### config.mk
export PLATFORM = sky130hd
export DESIGN_NAME = ula_operand_stage
export DESIGN_NICKNAME = d
export VERILOG_FILES = /design/src/rtl/ula_operand_stage.sv
export SDC_FILE = /design/constraint.sdc
export NUM_CORES = 2
export LEC_CHECK = 0
export CAP_MARGIN = 20
export CORE_MARGIN = 2
export CORE_UTILIZATION = 56
export CTS_CLUSTER_DIAMETER = 120
export DETAILED_ROUTE_END_ITERATION = 8
export GPL_TIMING_DRIVEN = 0
export PLACE_DENSITY = 0.73
export SLEW_MARGIN = 15
export SYNTH_ARGS = -nofsm -noshare
export SYNTH_HDL_FRONTEND = slang
export SYNTH_SLANG_ARGS = --single-unit
### constraint.sdc
create_clock -name clk -period 3 [get_ports clk]
set_clock_uncertainty 0.2 [all_clocks]
set_input_delay 0.6 -clock clk [delete_from_list [all_inputs] [get_ports clk]]
set_output_delay 0.6 -clock clk [all_outputs]
set_load 0.01 [all_outputs]
### src/rtl/ula_operand_stage.sv
// Operand-fetch stage feeding the ULA: 32x32 register file with writeback bypass,
// operand select, select-code legality check, one-stage output register. Optional: OPERAND_SHAMT_MASK_EN.
module ula_operand_stage #(
    parameter int DATA_WIDTH = 32,
    parameter int REG_COUNT  = 32,
    parameter int ADDR_WIDTH = 5
) (
    input  logic                  clk,
    input  logic                  reset,
    input  logic                  valid_in,
    output logic                  ready_out,
    input  logic [ADDR_WIDTH-1:0] rs1_in,
    input  logic [ADDR_WIDTH-1:0] rs2_in,
    input  logic [ADDR_WIDTH-1:0] rd_in,
    input  logic [DATA_WIDTH-1:0] imm_in,
    input  logic                  use_imm_in,
    input  logic [3:0]            select_ula_in,
    input  logic                  stall_in,
    input  logic                  flush_in,
    input  logic                  wb_en_in,
    input  logic [ADDR_WIDTH-1:0] wb_addr_in,
    input  logic [DATA_WIDTH-1:0] wb_data_in,
    output logic [DATA_WIDTH-1:0] data1_out,
    output logic [DATA_WIDTH-1:0] data2_out,
    output logic [3:0]            select_ula_out,
    output logic [ADDR_WIDTH-1:0] rd_out,
    output logic                  valid_out,
    output logic                  illegal_op_out
);

    // Handshake: an operation transfers on a rising edge where valid_in=1 and
    // ready_out=1; while ready_out=0 the upstream stage holds its inputs stable.
    assign ready_out = !stall_in;

    logic [DATA_WIDTH-1:0] regs [REG_COUNT];
    logic [DATA_WIDTH-1:0] rd1;
    logic [DATA_WIDTH-1:0] rd2;
    logic [DATA_WIDTH-1:0] op2;
    logic [DATA_WIDTH-1:0] op2_final;
    logic                  code_legal;
    logic                  is_shift;

    // x0 reads as zero; a same-cycle writeback to the read index is forwarded.
    always_comb begin
        rd1 = '0;
        if (rs1_in != '0) begin
            rd1 = (wb_en_in && (wb_addr_in == rs1_in)) ? wb_data_in : regs[rs1_in];
        end
        rd2 = '0;
        if (rs2_in != '0) begin
            rd2 = (wb_en_in && (wb_addr_in == rs2_in)) ? wb_data_in : regs[rs2_in];
        end
    end

    assign op2        = use_imm_in ? imm_in : rd2;
    assign code_legal = (select_ula_in >= 4'd1) && (select_ula_in <= 4'd10);
    assign is_shift   = (select_ula_in == 4'b0011) || (select_ula_in == 4'b0110) ||
                        (select_ula_in == 4'b0111);

`ifdef OPERAND_SHAMT_MASK_EN
    assign op2_final = is_shift ? {{(DATA_WIDTH-5){1'b0}}, op2[4:0]} : op2;
`else
    assign op2_final = op2;
    logic unused_shift;
    assign unused_shift = is_shift;
`endif

    always_ff @(posedge clk) begin
        if (reset) begin
            for (int i = 0; i < REG_COUNT; i++) begin
                regs[i] <= '0;
            end
        end else if (wb_en_in && (wb_addr_in != '0)) begin
            regs[wb_addr_in] <= wb_data_in;
        end
    end

    // Pipeline register: flush beats stall; stall freezes everything but the pulse.
    always_ff @(posedge clk) begin
        if (reset) begin
            data1_out      <= '0;
            data2_out      <= '0;
            select_ula_out <= '0;
            rd_out         <= '0;
            valid_out      <= 1'b0;
            illegal_op_out <= 1'b0;
        end else if (flush_in) begin
            valid_out      <= 1'b0;
            illegal_op_out <= 1'b0;
        end else if (stall_in) begin
            illegal_op_out <= 1'b0;
        end else if (valid_in && code_legal) begin
            data1_out      <= rd1;
            data2_out      <= op2_final;
            select_ula_out <= select_ula_in;
            rd_out         <= rd_in;
            valid_out      <= 1'b1;
            illegal_op_out <= 1'b0;
        end else if (valid_in) begin
            valid_out      <= 1'b0;
            illegal_op_out <= 1'b1;
        end else begin
            valid_out      <= 1'b0;
            illegal_op_out <= 1'b0;
        end
    end

endmodule
Yosys cells after proc, flatten, opt, wreduce, memory -nomap -nowiden
Memory sizes are Yosys's and may differ from the RTL's.
Index checks and enable logic that the tools add are counted.
Widths: inputs -> output; s select.
Cells by class
  $lt $le $gt $ge: 2
  equal/unequal tests: 2
  mux-type cells: 15
  bitwise operators: 2
  reduce and logical (&&, ||, !) cells: 13
Operators with widths (count)
  $mux 32: 6
  $reduce_or 32->1: 1
  $reduce_bool 5->1: 3
  $eq 5x5->1: 2
  $mux 1: 8
  $logic_and 1x1->1: 5
  $mux 5: 1
  $ge 4x1->1 const B: 1
  $le 4x4->1 const B: 1
  $reduce_or 4->1: 1
  $reduce_and 3->1: 1
  $not 1->1: 2
  $reduce_or 2->1: 1
  $logic_not 1->1: 1
Storage, ports and cells
  flip-flop bits (word level): 75
  bits in writable memories: 1024
  input port bits: 95
  output and inout port bits: 76
  word-level logic and storage cells: 41
  memories: 1
Memory list
  regs: words 32, bits a word 32, read ports 2, clocked after Yosys merged registers in 0, wr ports 32, RTL line 35  | logic [DATA_WIDTH-1:0] regs [REG_COUNT];

Longest topological paths before layout
  depth in word-level cells: 7
  gate-level depth with buffers: 10
  gate-level depth less buffers: 5

Worst setup path after synthesis
Ideal clock, no wire load.
  kind: input port to flip-flop
  start point: input wb_addr_in[3]
  end point: memory regs[8][0], enable pin
  library setup time: 0.391 ns
  data arrival time: 2.373 ns
  required time: 2.409 ns
  setup slack: 0.037 ns
  cell stages on the path: 4
  path buffers: 1
  path through: clkbuf_1 or3b_2 nor2_1 or2_1
RTL lines
  from (decl): RTL line 21  | input logic [ADDR_WIDTH-1:0] wb_addr_in,
  to (decl): RTL line 35

==> summary.txt <==
run status: finished, violations left
violated checks: setup timing
count of endpoints failing setup in the final report: 1,174
number of buffers inserted by hold repair at cts: 0
antenna violations before repair: 14
area taken by flip-flops and latches: 32,300 µm²
GR Util All Layers: 40.7%
cell count of the worst hold path: 3
flip-flop and latch count after synthesis: 1,099
most used flip-flop cell after synthesis: edfxtp_1
total leakage power: 0.0227 µW
later-pin clock latency in the skew report: 0.74 ns
basic-gate share of the synthesized area counting and, or, nand and nor cells: 13.5%
Relative slew margins: 21.9%
largest fanout of any net on the critical path: 16
Die Height: 326 µm
netlist area before placement: 57,900 µm²
Avg Inst Size Synth: 14.9 µm²
Clock Sink Count: 1,099
maximum number of pins on one net before global-route repair: 33
async set-or-reset flop fraction in the synthesized netlist: 0%
time the worst path needs with I/O delays and setup: 3.45 ns
final clock period utilization by the worst path: 115%
power density normalized to cell area: 572 nW/µm²
reg2reg path depth: 4
Min-Delay Startpoint: rd_in[0]
DIE WIDTH: 326 µm
clock buffers created by TritonCTS: 117
pre-CTS WS: -1.35 ns
Final #Nets: 4,315
area enclosed by the die boundary: 106,000 µm²
number of global-route vias before repair: 39,486
Max clock buf depth: 3
leading cell types by total area after synthesis: edfxtp_1 (53%), mux4_2 (18%), and2_1 (11%)
number of vias in the routed layout: 41,029
number of placement rows: 117
Clk Tree Root Cell: clkbuf_16
adder and majority gate portion of the synthesized area: 0%
Crit. End Element: flip-flop
clock tree from TritonCTS: built
detailed-route wire length: 219,000 µm
remaining number of nets flagged by the antenna check after routing: 0
I/O pin count: 171
HPWL reported at the end of detailed placement: 151,000 µm
fill cell total of the finished layout: 7,570
total iterations of the first detailed-routing run: 9
FF-to-FF Start: regs[29][30]$_SDFFCE_PN0P_
compound-gate portion of the synthesized area: 5.05%
critical path required time: 3.14 ns
routability congestion estimate from global placement: 1.00
first-pass GRT wire length: 299,000 µm
cell taking the most area after synthesis: edfxtp_1
post-synth cell types: 52
total power of the final layout: 37,600 µW
number of hold-slack violations in the final timing report: 0
upper clock frequency limit: 0.290 GHz
part of the Yosys area used for sequential elements: 55.7%
kind of critical path: in -> reg
worst-margin pin slew: 1.17 ns
reg-to-reg slack, setup: 0.79 ns
detail-routed net length per standard cell: 38.4 µm
Worst IR Drop VDD: 0.484 mV
Post-synth EDFFs: 1,024
post-synthesis xor/xnor area fraction: 0.151%
mux share of post-synthesis cell area: 22.2%
clock-pin transition on the worst setup and hold timing paths: 0.06 ns
Setup crit start kind: input port
cells after synthesis: 3,880
total core area: 102,000 µm²
layout-stage area growth over the synthesis result: 13.5%
Worst Hold Path EP: rd_out[0]$_SDFFE_PP0P_
Port Buffers: 157
dominant combinational cell family by area after synthesis: multiplexers
number of design-rule violations left by the first detailed-router iteration: 7,466
number of synthesis warnings: 0
max-cap viol count: 0
area taken by multi-input logic gates: 24,100 µm²
fraction of synthesized cell area taken by the top area cell type: 53.1%
worst hold path class: in -> reg
count of final max-slew check failures: 0
arrival time of the worst setup path: 3.59 ns
total gr overflow: 0
effective utilization at floorplan: 56.7%
capture point of the worst reg-to-reg path: data2_out[30]$_SDFFE_PP0P_
final worst slack: -0.449 ns
DRC violation count after routing: 0
Avg Vias per Cell: 7.20
H-tree levels: 3
RSZ-0062 raised after global routing: true
fraction of layout cells with a size suffix above 1: 20.8%
## worst max-delay path, cell delays in order
cell and delay, ns:
clkdlybuf4s50_1 0.70, nor2_1 0.34, nand3b_1 0.54, nor2_1 0.67
or2_2 0.72
## sequential cells by signal (all words and copies together) (netlist names)
register / cells
select_ula_out: 4
rd_out: 5
regs: 1024
data2_out: 32
data1_out: 32
illegal_op_out: 1
valid_out: 1
## how the worst max path moves through the flow
stage	startpoint	endpoint	cells after the start
floorplan	wb_addr_in[3]	regs[8][0]$_SDFFCE_PN0P_	4
finish	reset	regs[9][6]$_SDFFCE_PN0P_	5
detailed placement	wb_en_in	regs[22][16]$_SDFFCE_PN0P_	6
global placement	reset	regs[4][18]$_SDFFCE_PN0P_	4
global route	wb_en_in	regs[9][6]$_SDFFCE_PN0P_	6
CTS	wb_en_in	regs[9][6]$_SDFFCE_PN0P_	6
## cell usage after synthesis (3+ instances only)
master and count:
a311oi_1 32, xnor2_1 6, nor2_1 66, a22o_1 32
mux2_2 32, and2_1 995, clkbuf_1 300, inv_1 4
o21ai_1 34, buf_8 4, nor2b_1 6, o21a_1 32
a21oi_1 11, a22oi_1 97, mux4_1 28, buf_12 4
dfxtp_1 75, nor4b_1 31, xor2_1 4, nand3b_1 36
buf_2 65, mux2i_1 159, a221oi_1 96, buf_1 25
edfxtp_1 1024, or3b_2 3, buf_6 13, mux4_2 452
or2_2 27, o211ai_1 31, or2_1 4, nand2_1 114
buf_4 12, nor4_2 3
## final cells by class
cell class	instances	area share [%]
multi-input cells	2406	36.7
plain buffers	422	3.06
inverters	4	0.0228
repair buffers	170	2.66
clock buffers	152	4.79
diodes	7	0.0266
clock inverters	69	1.04
flip-flops and latches	1099	49.1
well taps	1368	2.60
## per-stage QoR
step	setup TNS (ns)	util [%]	instances	area (µm²)	hold slack, ns
4_1_cts	-60.37	64.2	5680	65600	0.210
3_3_place_gp	-1909.21	60.0	5436	61300	0.242
5_1_grt	-200.49	64.3	5693	65700	0.239
6_report	-216.05	64.3	5697	65700	0.227
2_1_floorplan	0	-	3911	58000	0.281
3_5_place_dp	-1796.04	60.1	5442	61400	0.249
## per-layer routing
layer  vias to the layer above  global-route usage [%]  share of wire, %
met1                     20358                    52.2                34
met4                        20                    26.3               8.4
met5                         -                   0.665              0.14
li1                      15748                       -                 -
met3                       939                    13.8                15
met2                      3964                    59.4                43
## power breakdown
part	internal, µW	switching [µW]
sequential	17600	503
clock	8480	6340
combinational	1900	2810
## cell usage in the layout (no fill, tap or decap), types with 15 or more instances in the layout
cell type and instances:
edfxtp_1 1024, and2_1 994, mux4_2 452, clkbuf_1 278, mux2i_1 159, clkdlybuf4s50_1 157, clkbuf_16 119, nand2_1 114
a22oi_1 97, a221oi_1 96, dfxtp_1 75, buf_2 66, clkbuf_2 46, or2_4 46, nor2_1 44, nand3b_1 36
o21ai_1 34, mux2_2 32, a22o_1 32, o21a_1 32, a311oi_1 32, conb_1 32, nor4b_1 31, o211ai_1 31
mux4_1 28, clkinv_1 27, nor2_2 21, buf_4 20, clkinv_2 20, buf_1 19, buf_6 15
## kinds of logic after synthesis
group | Yosys count
AND/OR/NAND/NOR | 1299
flip-flops | 1099
multiplexers | 671
buffers and inverters | 427
other | 1
XOR/XNOR | 10
AO/OA/AOI/OAI | 373
## repair_timing
item / CTS / global route
setup endpoints to repair: 1153 / 1874
setup buffers: 3 / 2
gates cloned: 14 / 7
resized for setup: 92 / 65
pin swaps: 7 / 2
No activity file was read; power rests on OpenSTA's default activity.
